--- src/rtl/i2c_cmd_arbiter_if.sv ---
// i2c_cmd_arbiter_if: requester, response and I2C-master signals of the command arbiter
interface i2c_cmd_arbiter_if;
  logic [1:0]  req_valid;
  logic [1:0]  req_ready;
  logic [13:0] req_addr;
  logic [1:0]  req_rw;
  logic [15:0] req_wdata;
  logic [1:0]  rsp_valid;
  logic [7:0]  rsp_rdata;
  logic        rsp_nack;
  logic        rsp_timeout;
  logic        m_enable;
  logic        m_readwrite;
  logic [6:0]  m_addr;
  logic [7:0]  m_wdata;
  logic        m_busy;
  logic        m_done;
  logic        m_ack;
  logic [7:0]  m_rdata;
  logic        arb_busy;
  modport slave (
    input  req_valid, req_addr, req_rw, req_wdata, m_busy, m_done, m_ack, m_rdata,
    output req_ready, rsp_valid, rsp_rdata, rsp_nack, rsp_timeout,
           m_enable, m_readwrite, m_addr, m_wdata, arb_busy
  );
  modport master (
    output req_valid, req_addr, req_rw, req_wdata, m_busy, m_done, m_ack, m_rdata,
    input  req_ready, rsp_valid, rsp_rdata, rsp_nack, rsp_timeout,
           m_enable, m_readwrite, m_addr, m_wdata, arb_busy
  );
endinterface

--- src/rtl/i2c_cmd_arbiter.sv ---
// i2c_cmd_arbiter: round-robin arbiter of two command requesters onto one I2C master; define I2C_ARB_TIMEOUT_EN to build the WAIT watchdog
module i2c_cmd_arbiter #(
  parameter int TIMEOUT_CYCLES = 1023
) (
  input logic clk,
  input logic rst_n,
  i2c_cmd_arbiter_if.slave bus
);
  typedef enum logic [1:0] {IDLE, LAUNCH, WAIT, RESP} state_t;
  state_t      state;
  logic        rr_last;
  logic        cur;
  logic        gnt;
  logic        expired;
  logic [6:0]  addr_q;
  logic        rw_q;
  logic [7:0]  wdata_q;
  logic [1:0]  rv_q;
  logic [7:0]  rdata_q;
  logic        nack_q;
  logic        to_q;
  if (TIMEOUT_CYCLES < 1) begin : g_bad_timeout
    $error("TIMEOUT_CYCLES must be at least 1");
  end
  assign gnt = (bus.req_valid == 2'b11) ? ~rr_last : bus.req_valid[1];
  assign bus.req_ready = (rst_n && state == IDLE && |bus.req_valid) ? (gnt ? 2'b10 : 2'b01) : 2'b00;
  assign bus.m_enable = (state == LAUNCH) && !bus.m_busy;
  assign bus.arb_busy = (state != IDLE);
  assign bus.m_addr = addr_q;
  assign bus.m_readwrite = rw_q;
  assign bus.m_wdata = wdata_q;
  assign bus.rsp_valid = rv_q;
  assign bus.rsp_rdata = rdata_q;
  assign bus.rsp_nack = nack_q;
  assign bus.rsp_timeout = to_q;
`ifdef I2C_ARB_TIMEOUT_EN
  localparam int CW = $clog2(TIMEOUT_CYCLES + 1);
  logic [CW-1:0] tmo_cnt;
  // watchdog counts WAIT cycles; held at zero elsewhere so it starts clean on WAIT entry
  always_ff @(posedge clk or negedge rst_n)
    if (!rst_n) tmo_cnt <= '0;
    else tmo_cnt <= (state == WAIT) ? tmo_cnt + 1'b1 : '0;
  assign expired = (state == WAIT) && (tmo_cnt == CW'(TIMEOUT_CYCLES - 1));
`else
  assign expired = 1'b0;
`endif
  // arbitration FSM: accept one command, launch it, wait for completion, strobe the response
  always_ff @(posedge clk or negedge rst_n)
    if (!rst_n) begin
      state   <= IDLE;
      rr_last <= 1'b1;
      cur     <= 1'b0;
      addr_q  <= '0;
      rw_q    <= 1'b0;
      wdata_q <= '0;
      rv_q    <= '0;
      rdata_q <= '0;
      nack_q  <= 1'b0;
      to_q    <= 1'b0;
    end else begin
      rv_q <= 2'b00;
      case (state)
        IDLE:
          if (|bus.req_valid) begin
            cur     <= gnt;
            addr_q  <= gnt ? bus.req_addr[13:7] : bus.req_addr[6:0];
            rw_q    <= bus.req_rw[gnt];
            wdata_q <= gnt ? bus.req_wdata[15:8] : bus.req_wdata[7:0];
            state   <= LAUNCH;
          end
        LAUNCH:
          if (!bus.m_busy) state <= WAIT;
        WAIT:
          if (bus.m_done) begin
            rdata_q <= bus.m_rdata;
            nack_q  <= bus.m_ack;
            to_q    <= 1'b0;
            rv_q    <= cur ? 2'b10 : 2'b01;
            state   <= RESP;
          end else if (expired) begin
            rdata_q <= '0;
            nack_q  <= 1'b1;
            to_q    <= 1'b1;
            rv_q    <= cur ? 2'b10 : 2'b01;
            state   <= RESP;
          end
        RESP: begin
          rr_last <= cur;
          state   <= IDLE;
        end
        default: state <= IDLE;
      endcase
    end
endmodule

--- src/flat_wrapper.sv ---
// flat-port wrapper written by rule: the top's interface ports become plain ports
module i2c_cmd_arbiter_flat 
#(
  parameter int TIMEOUT_CYCLES = 1023
)
  (clk, rst_n, bus_req_valid, bus_req_addr, bus_req_rw, bus_req_wdata, bus_m_busy, bus_m_done, bus_m_ack, bus_m_rdata, bus_req_ready, bus_rsp_valid, bus_rsp_rdata, bus_rsp_nack, bus_rsp_timeout, bus_m_enable, bus_m_readwrite, bus_m_addr, bus_m_wdata, bus_arb_busy);
  i2c_cmd_arbiter_if bus_i ();
  input logic clk;
  input logic rst_n;
  input wire logic [$bits(bus_i.req_valid)-1:0] bus_req_valid;
  input wire logic [$bits(bus_i.req_addr)-1:0] bus_req_addr;
  input wire logic [$bits(bus_i.req_rw)-1:0] bus_req_rw;
  input wire logic [$bits(bus_i.req_wdata)-1:0] bus_req_wdata;
  input wire logic [$bits(bus_i.m_busy)-1:0] bus_m_busy;
  input wire logic [$bits(bus_i.m_done)-1:0] bus_m_done;
  input wire logic [$bits(bus_i.m_ack)-1:0] bus_m_ack;
  input wire logic [$bits(bus_i.m_rdata)-1:0] bus_m_rdata;
  output wire logic [$bits(bus_i.req_ready)-1:0] bus_req_ready;
  output wire logic [$bits(bus_i.rsp_valid)-1:0] bus_rsp_valid;
  output wire logic [$bits(bus_i.rsp_rdata)-1:0] bus_rsp_rdata;
  output wire logic [$bits(bus_i.rsp_nack)-1:0] bus_rsp_nack;
  output wire logic [$bits(bus_i.rsp_timeout)-1:0] bus_rsp_timeout;
  output wire logic [$bits(bus_i.m_enable)-1:0] bus_m_enable;
  output wire logic [$bits(bus_i.m_readwrite)-1:0] bus_m_readwrite;
  output wire logic [$bits(bus_i.m_addr)-1:0] bus_m_addr;
  output wire logic [$bits(bus_i.m_wdata)-1:0] bus_m_wdata;
  output wire logic [$bits(bus_i.arb_busy)-1:0] bus_arb_busy;
  assign bus_i.req_valid = bus_req_valid;
  assign bus_i.req_addr = bus_req_addr;
  assign bus_i.req_rw = bus_req_rw;
  assign bus_i.req_wdata = bus_req_wdata;
  assign bus_i.m_busy = bus_m_busy;
  assign bus_i.m_done = bus_m_done;
  assign bus_i.m_ack = bus_m_ack;
  assign bus_i.m_rdata = bus_m_rdata;
  assign bus_req_ready = bus_i.req_ready;
  assign bus_rsp_valid = bus_i.rsp_valid;
  assign bus_rsp_rdata = bus_i.rsp_rdata;
  assign bus_rsp_nack = bus_i.rsp_nack;
  assign bus_rsp_timeout = bus_i.rsp_timeout;
  assign bus_m_enable = bus_i.m_enable;
  assign bus_m_readwrite = bus_i.m_readwrite;
  assign bus_m_addr = bus_i.m_addr;
  assign bus_m_wdata = bus_i.m_wdata;
  assign bus_arb_busy = bus_i.arb_busy;
  i2c_cmd_arbiter #(.TIMEOUT_CYCLES(TIMEOUT_CYCLES)) u_core (.clk(clk), .rst_n(rst_n), .bus(bus_i));
endmodule
--- config.mk ---
export PLATFORM = sky130hd
export DESIGN_NAME = i2c_cmd_arbiter_flat
export DESIGN_NICKNAME = d
export VERILOG_FILES = /design/src/rtl/i2c_cmd_arbiter_if.sv /design/src/rtl/i2c_cmd_arbiter.sv /design/src/flat_wrapper.sv
export SDC_FILE = /design/constraint.sdc
export NUM_CORES = 1
export LEC_CHECK = 0
export ABC_AREA = 1
export CORE_ASPECT_RATIO = 1.4
export CORE_MARGIN = 5
export CORE_UTILIZATION = 44
export DETAILED_ROUTE_END_ITERATION = 8
export PLACE_DENSITY = 0.95
export SYNTH_ARGS = -nofsm -noshare
export SYNTH_HDL_FRONTEND = slang
export SYNTH_SLANG_ARGS = --single-unit
--- constraint.sdc ---
create_clock -name clk -period 2.2 [get_ports clk]
set_input_delay 0.55 -clock clk [delete_from_list [all_inputs] [get_ports clk]]
set_output_delay 0.55 -clock clk [all_outputs]
set_load 0.02 [all_outputs]
# Word-level counts from Yosys, hierarchy flattened
# Cells that the tools add are included.
# op_classes
n_eq_ne	7
bitwise	1
muxes	14
n_lt_le_gt_ge	1
reduce_logical	10
# ops
operator	count
$mux W2	8
$mux W8	1
$pmux W2 S4	1
$mux W7	1
$eq A2 B2 Y1 const B	3
$ne A2 B2 Y1 const B	3
$reduce_and A2 Y1	2
$logic_and A1 B1 Y1	3
$mux W1	3
$reduce_and A3 Y1	1
$eq A2 B1 Y1 const B	1
$logic_not A2 Y1	1
$lt A1 B2 Y1 const B	1
$reduce_bool A2 Y1	1
$reduce_or A2 Y1	1
$logic_not A1 Y1	1
$not A1 Y1	1
# word_totals
regBits	31
inputBits	47
elab_cells	42
out_inout_bits	32

# Logic depth before layout (Yosys ltp)
# Gate-level depths: netlist of the first run.
# logic_depth
depth_word	4
mapped_depth	7
mapped_depth_nobuf	6

# Worst setup path after synthesis of the first run
# No wires, ideal clock.
# synth_path
kind	reg2out
from	register u_core.state[0]
to	output bus_req_ready[0]
arrival_ns	1.354
stages_incl_launch_ff	5
t_required_ns	1.650
path_slack_ns	0.296
n_path_buf	0
cell_sequence	dfrtp_1 inv_1 ha_1 o21ai_4 nor3_1
# synth_via
elab_chain_len	4
# synth_lines
element	line	source
from (decl)	i2c_cmd_arbiter.sv:10	state_t state;
from (signal assigned)	i2c_cmd_arbiter.sv:50	state <= IDLE;
from (signal assigned)	i2c_cmd_arbiter.sv:69	state <= LAUNCH;
from (signal assigned)	i2c_cmd_arbiter.sv:72	if (!bus.m_busy) state <= WAIT;
$logic_not A2 Y1	i2c_cmd_arbiter.sv:26	assign bus.req_ready = (rst_n && state == IDLE && |bus.req_valid) ? (gnt ? 2'b10 : 2'b01) : 2'b00;
$logic_and A1 B1 Y1 (2 in series)	i2c_cmd_arbiter.sv:26	
$mux W2	i2c_cmd_arbiter.sv:26	
to (decl)	flat_wrapper.sv:18	output wire logic [$bits(bus_i.req_ready)-1:0] bus_req_ready;
# Every way passes these cells.

# Worst setup path after layout of the first run
# layout_path
from	input bus_req_valid[0]
to	output bus_req_ready[1]
# layout_via
elab_chain_len	4
elab_cells_between_ends	6
classes_between	eq/ne: 1; mux: 3; reduce/logical: 2
# layout_lines
element	line	source
from (decl)	flat_wrapper.sv:10	input wire logic [$bits(bus_i.req_valid)-1:0] bus_req_valid;
$eq A2 B2 Y1	i2c_cmd_arbiter.sv:25	assign gnt = (bus.req_valid == 2'b11) ? ~rr_last : bus.req_valid[1];
$mux W1	i2c_cmd_arbiter.sv:25	
$mux W2	i2c_cmd_arbiter.sv:26	
$mux W2 (*)	i2c_cmd_arbiter.sv:26	
# Every way passes the cells marked *; elsewhere a longest branch is shown, timed or not.

==> results.yml, run 1 <==
timing:
  layout_setup_ws_ns: -0.000472
  post-route-period-util_pct: 100
  skew_ns: 0.00383
  setup_viol: 1
  hold_viol_final: 0
  fmax_ghz: 0.454
  rsz0062_at_grt: "yes"
  finalMaxSlewViolations: 0
  fin_crit_ns: 2.20
clock_tree:
  cts.sinks: 31
  cts_buffer_depth: 2
  cts_made_buffers: 5
  cts_setup_buffers: 0
  insertion_delay_ns: 0.27
  cts_tree: "done"
  path_clk_slew_ns: 0.07
  htree_levels: 2
  clockRootBuffer: "clkbuf_8"
yosys:
  yosys_warnings: 0
  seq_area_frac_synth_pct: 47.5
  syn-num-nets: 258
  avgSynthCellArea_um2: 7.94
  netlist_instances: 206
  synth_top_area_share_pct: 45.9
  synth.distinct_cells: 22
  yosys.area.top_type: "dfrtp_1"
  ys_ff_latch: 31
  synthTopCellsByArea: "dfrtp_1, nand2_1, nand3_1"
  syn_area_mm2: 0.00164
detailed_routing:
  drt_first_pass_iters: 4
  routedWlPerCell_um: 13.3
  final_antenna_net_count: 0
  vias: 1619
  initialDrtViolationCount: 97
  drc: 0
  wirelength_um: 4450
  viasPerCell: 4.83
setup_path:
  required_ns: 1.65
  cpPeakStageDelay_ns: 0.46
  endpoint_kind: "output pin"
  crit_buf_inv: 3
  slowest_stage: "clkdlybuf4s50_1"
  critical_path_class: "input port to output pin"
  cp_max_fo: 2
  cp.arrival_ns: 1.65
  cp_top_family: "buffers and inverters"
  path_cells: "clkdlybuf4s50_1, nand2_2, nand2_4, inv_1, nand2_1, nor2_1, buf_4"
  cp-start-kind: "input port"
placement:
  pre_cts_slack_ns: -0.484
  dp_cells: 327
  portBuffers: 77
  gp_congestion: 0.830
  hpwl_um: 3370
floorplanning:
  die_h_um: 82.2
  rows: 26
  io_pins: 79
  initial_core_util_pct: 45.3
  core_mm2: 0.00361
  die_w_um: 61.5
  die_area_mm2: 0.00506
grt:
  antenna_found_initial: 0
  grt_pass1_vias: 1714
  grt-ovfl-total: 0
  grt_max_degree: 32
  grt_usage_pct: 19.0
  grt_pass1_wl_um: 7200
finish:
  fin_cells: 335
  layout-drive-gt1-share_pct: 9.56
  diodes: 0
  area_growth_pct: 58.5
  fin_nets: 344
pwr:
  irDropWorstVdd_uv: 947
  pwr_density_cell_mw_per_mm2: 1290
  p_total_mw: 3.34
  p_leak_nw: 1.32
run:
  maxCapViolCount: 0
min_path:
  hp-class: "flop to flop"
run_status:
  outcome: "finished with violations"
  violations: "negative setup slack"
[cell usage after synthesis, drive strengths merged]
library cell	number
ha	5
dfrtp	30
clkbuf	2
nand3	26
nand2	78
a21oi	1
nand4	2
nand3b	16
conb	1
o21ai	2
nor2	7
buf	8
inv	26
nor3	1
dfstp	1
[cells by family after synthesis]
logic type      share of synthesized area, %
flops                                   47.5
buf+inv                                 9.94
compound gates                          1.61
other cells                            0.229
fa+ha+maj                               3.82
simple gates                            36.9
[path summary, 6_finish.rpt]
path	end	cells after the start	start	slack (ns)
max in group asynchronous	u_core.rr_last$_DFFE_PN1N_	2	rst_n	1.14
min in group asynchronous	u_core.bus.rsp_valid[1]$_DFF_PN0_	2	rst_n	0.75
worst min register to register	u_core.bus.rsp_valid[0]$_DFF_PN0_	1	u_core.cur$_DFFE_PN0P_	0.43
worst max register to register	u_core.bus.rsp_rdata[6]$_DFFE_PN0P_	6	u_core.state[0]$_DFFE_PN0P_	0.57
worst min-delay path	u_core.bus.rsp_valid[0]$_DFF_PN0_	1	u_core.cur$_DFFE_PN0P_	0.43
worst max-delay path	bus_req_ready[1]	7	bus_req_valid[0]	-0.0005
[layer usage]
metal	share of wire, %	GRT usage (%)
met4	1.3	6.37
met3	6.4	3.42
met1	37	20.3
met2	55	36.0
met5	0	0
[state kept, by name (all words and copies together), names as in the netlist]
register,cells
u_core.bus.m_addr,7
u_core.bus.m_readwrite,1
u_core.bus.m_wdata,8
u_core.bus.rsp_nack,1
u_core.bus.rsp_rdata,8
u_core.bus.rsp_valid,2
u_core.cur,1
u_core.rr_last,1
u_core.state,2
[layout make-up]
cell class / count / area [µm²]
clock buffer: 6 / 82.6
timing repair buffer: 89 / 852
fill: 264 / 1020
clock inverter: 2 / 35.0
tap: 42 / 52.6
inverter: 26 / 97.6
multi-input combinational: 139 / 697
sequential: 31 / 777
[layout by cell type, fill, tap and decap left out, types with 2 or more instances in the layout]
| master | instances |
|---|---|
| buf_4 | 14 |
| clkbuf_8 | 6 |
| clkdlybuf4s50_1 | 72 |
| dfrtp_1 | 30 |
| dlygate4sd2_1 | 3 |
| ha_1 | 5 |
| inv_1 | 25 |
| nand2_1 | 76 |
| nand3_1 | 26 |
| nand3b_1 | 16 |
| nand4_1 | 2 |
| nor2_1 | 6 |
[timing repair]
item,4_1_cts,5_1_grt
pin swaps,0,0
resized for setup,12,2
hold buffers,0,0
setup endpoints to repair,4,2
[where the power goes]
group / total, mW / internal [mW] / switching (mW)
Combinational: 1.78 / 0.809 / 0.973
Sequential: 0.992 / 0.851 / 0.140
Clock: 0.568 / 0.366 / 0.203
[metrics by stage]
| stage | TNS [ns] | hold WS, ns | area [µm²] | util, % |
|---|---|---|---|---|
| detailed placement | -0.950 | 0.423 | 2480 | 68.8 |
| finish | -0.000472 | 0.426 | 2590 | 71.8 |
| floorplan | 0 | 0.254 | 1640 | - |
| global placement | -0.885 | 0.413 | 2480 | 68.8 |
| global route | -0.0571 | 0.444 | 2590 | 71.8 |
| CTS | 0 | 0.428 | 2590 | 71.7 |
Power figures use the tool's default switching activity.
==> inputs of run 2 (changes only) <==
--- a/config.mk
+++ b/config.mk
@@ -10,6 +10,7 @@
 export CORE_MARGIN = 5
 export CORE_UTILIZATION = 44
 export DETAILED_ROUTE_END_ITERATION = 8
+export GPL_TIMING_DRIVEN = 0
 export PLACE_DENSITY = 0.95
 export SYNTH_ARGS = -nofsm -noshare
 export SYNTH_HDL_FRONTEND = slang
==> results.yml, run 2 (same netlist as run 1, synthesis figures left out) <==
placement:
  pre_cts_slack_ns: -1.46
  hpwl_um: 3330
  gp_congestion: 0.812
  portBuffers: 76
  dp_cells: 324
timing:
  skew_ns: 0.00309
  post-route-period-util_pct: 95.3
  fmax_ghz: 0.477
  finalSetupTns_ns: 0
  hold_viol_final: 0
  layout_setup_ws_ns: 0.103
  finalMaxSlewViolations: 0
  holdWs_ns: 0.197
  fin_crit_ns: 2.10
  rsz0062_at_grt: "no"
  setup_viol: 0
setup_path:
  r2r_slack_ns: 0.74
  worstRegToRegCells: 7
  crit_path_frequent_cell: "nand2_4"
  crit_buf_inv: 3
  cp.arrival_ns: 1.55
  required_ns: 1.65
  cp_max_fo: 8
  cp-start-kind: "input port"
  slowest_stage: "dlygate4sd2_1"
  cpPeakStageDelay_ns: 0.32
  path_cells: "dlygate4sd2_1, nand2_4, nand2_4, inv_1, nand2_1, nor2_1, buf_2"
  cp_top_family: "buffers and inverters"
  cp.depth: 7
  endpoint_kind: "output pin"
  critical_path_class: "input port to output pin"
clock_tree:
  path_clk_slew_ns: 0.06
  cts_tree: "done"
  cts.sinks: 31
  htree_levels: 2
  cts_made_buffers: 5
  clockRootBuffer: "clkbuf_8"
  insertion_delay_ns: 0.28
  cts_buffer_depth: 2
run:
  maxCapViolCount: 0
grt:
  grt_pass1_vias: 1640
  grt_usage_pct: 18.6
  grt_max_degree: 33
  grt-ovfl-total: 0
  grt_pass1_wl_um: 6980
  antenna_found_initial: 0
floorplanning:
  core_mm2: 0.00361
  die_h_um: 82.2
  initial_core_util_pct: 45.3
  io_pins: 79
  die_area_mm2: 0.00506
  die_w_um: 61.5
  rows: 26
finish:
  mostFrequentLayoutCell: "nand2_1"
  fillers: 266
  layout-drive-gt1-share_pct: 9.59
  area_growth_pct: 58.0
  fin_nets: 343
  layout_common_cells: "nand2_1, clkdlybuf4s50_1, dfrtp_1"
  diodes: 0
  fin_cells: 334
min_path:
  hp-class: "input port to async pin"
detailed_routing:
  drc: 0
  vias: 1605
  final_antenna_net_count: 0
  routedWlPerCell_um: 13.3
  drt_first_pass_iters: 4
  wirelength_um: 4450
  viasPerCell: 4.81
  initialDrtViolationCount: 97
run_status:
  outcome: "finished, final reports clean"
pwr:
  irDropWorstVdd_uv: 870
  pwr_density_cell_mw_per_mm2: 1290
  p_leak_nw: 1.31
run 2: metal layers:
metal | track usage (%) | vias up | wire length, µm
met3 | 3.89 | 10 | 355
met1 | 19.5 | 732 | 1600
li1 | - | 806 | -
met2 | 34.3 | 57 | 2400
met4 | 8.07 | 0 | 100
met5 | 0 | - | 0
run 2: power by group:
part           internal [mW]  switching, mW
sequential             0.851          0.157
clock                  0.366          0.210
combinational          0.798          0.950
total                   2.02           1.32
run 2: metrics by stage:
stage,instance area (µm²),util (%),total power [mW]
floorplan,1640,-,1.97
global placement,2450,67.8,2.69
detailed placement,2450,67.8,2.75
CTS,2560,70.9,3.33
global route,2590,71.6,3.58
finish,2590,71.6,3.33
run 2: path summary, 6_finish.rpt:
| check | start | endpoint |
|---|---|---|
| max in group asynchronous | rst_n | u_core.rr_last$_DFFE_PN1N_ |
| hold reg to reg | u_core.cur$_DFFE_PN0P_ | u_core.bus.rsp_valid[0]$_DFF_PN0_ |
| setup / recovery | bus_req_valid[0] | bus_req_ready[1] |
| hold / removal | rst_n | u_core.bus.m_addr[0]$_DFFE_PN0P_ |
| setup reg to reg | u_core.state[0]$_DFFE_PN0P_ | u_core.bus.m_addr[4]$_DFFE_PN0P_ |
| min in group clk | u_core.cur$_DFFE_PN0P_ | u_core.bus.rsp_valid[0]$_DFF_PN0_ |
run 2: final cells by class:
| cell class | count | area [µm²] | area share, % |
|---|---|---|---|
| well taps | 42 | 52.6 | 2.03 |
| plain buffers | 10 | 65.1 | 2.52 |
| clock inverters | 2 | 35.0 | 1.35 |
| multi-input cells | 139 | 714 | 27.6 |
| flip-flops and latches | 31 | 777 | 30.0 |
| repair buffers | 78 | 762 | 29.5 |
| clock buffers | 6 | 82.6 | 3.19 |
| inverters | 26 | 97.6 | 3.77 |
run 2: timing repair:
item,CTS,global route
gates resized for setup,20,2
pin swaps,0,1
endpoints found under the setup margin,4,2
cloned,0,0
buffers inserted,0,2
hold buffers,0,0
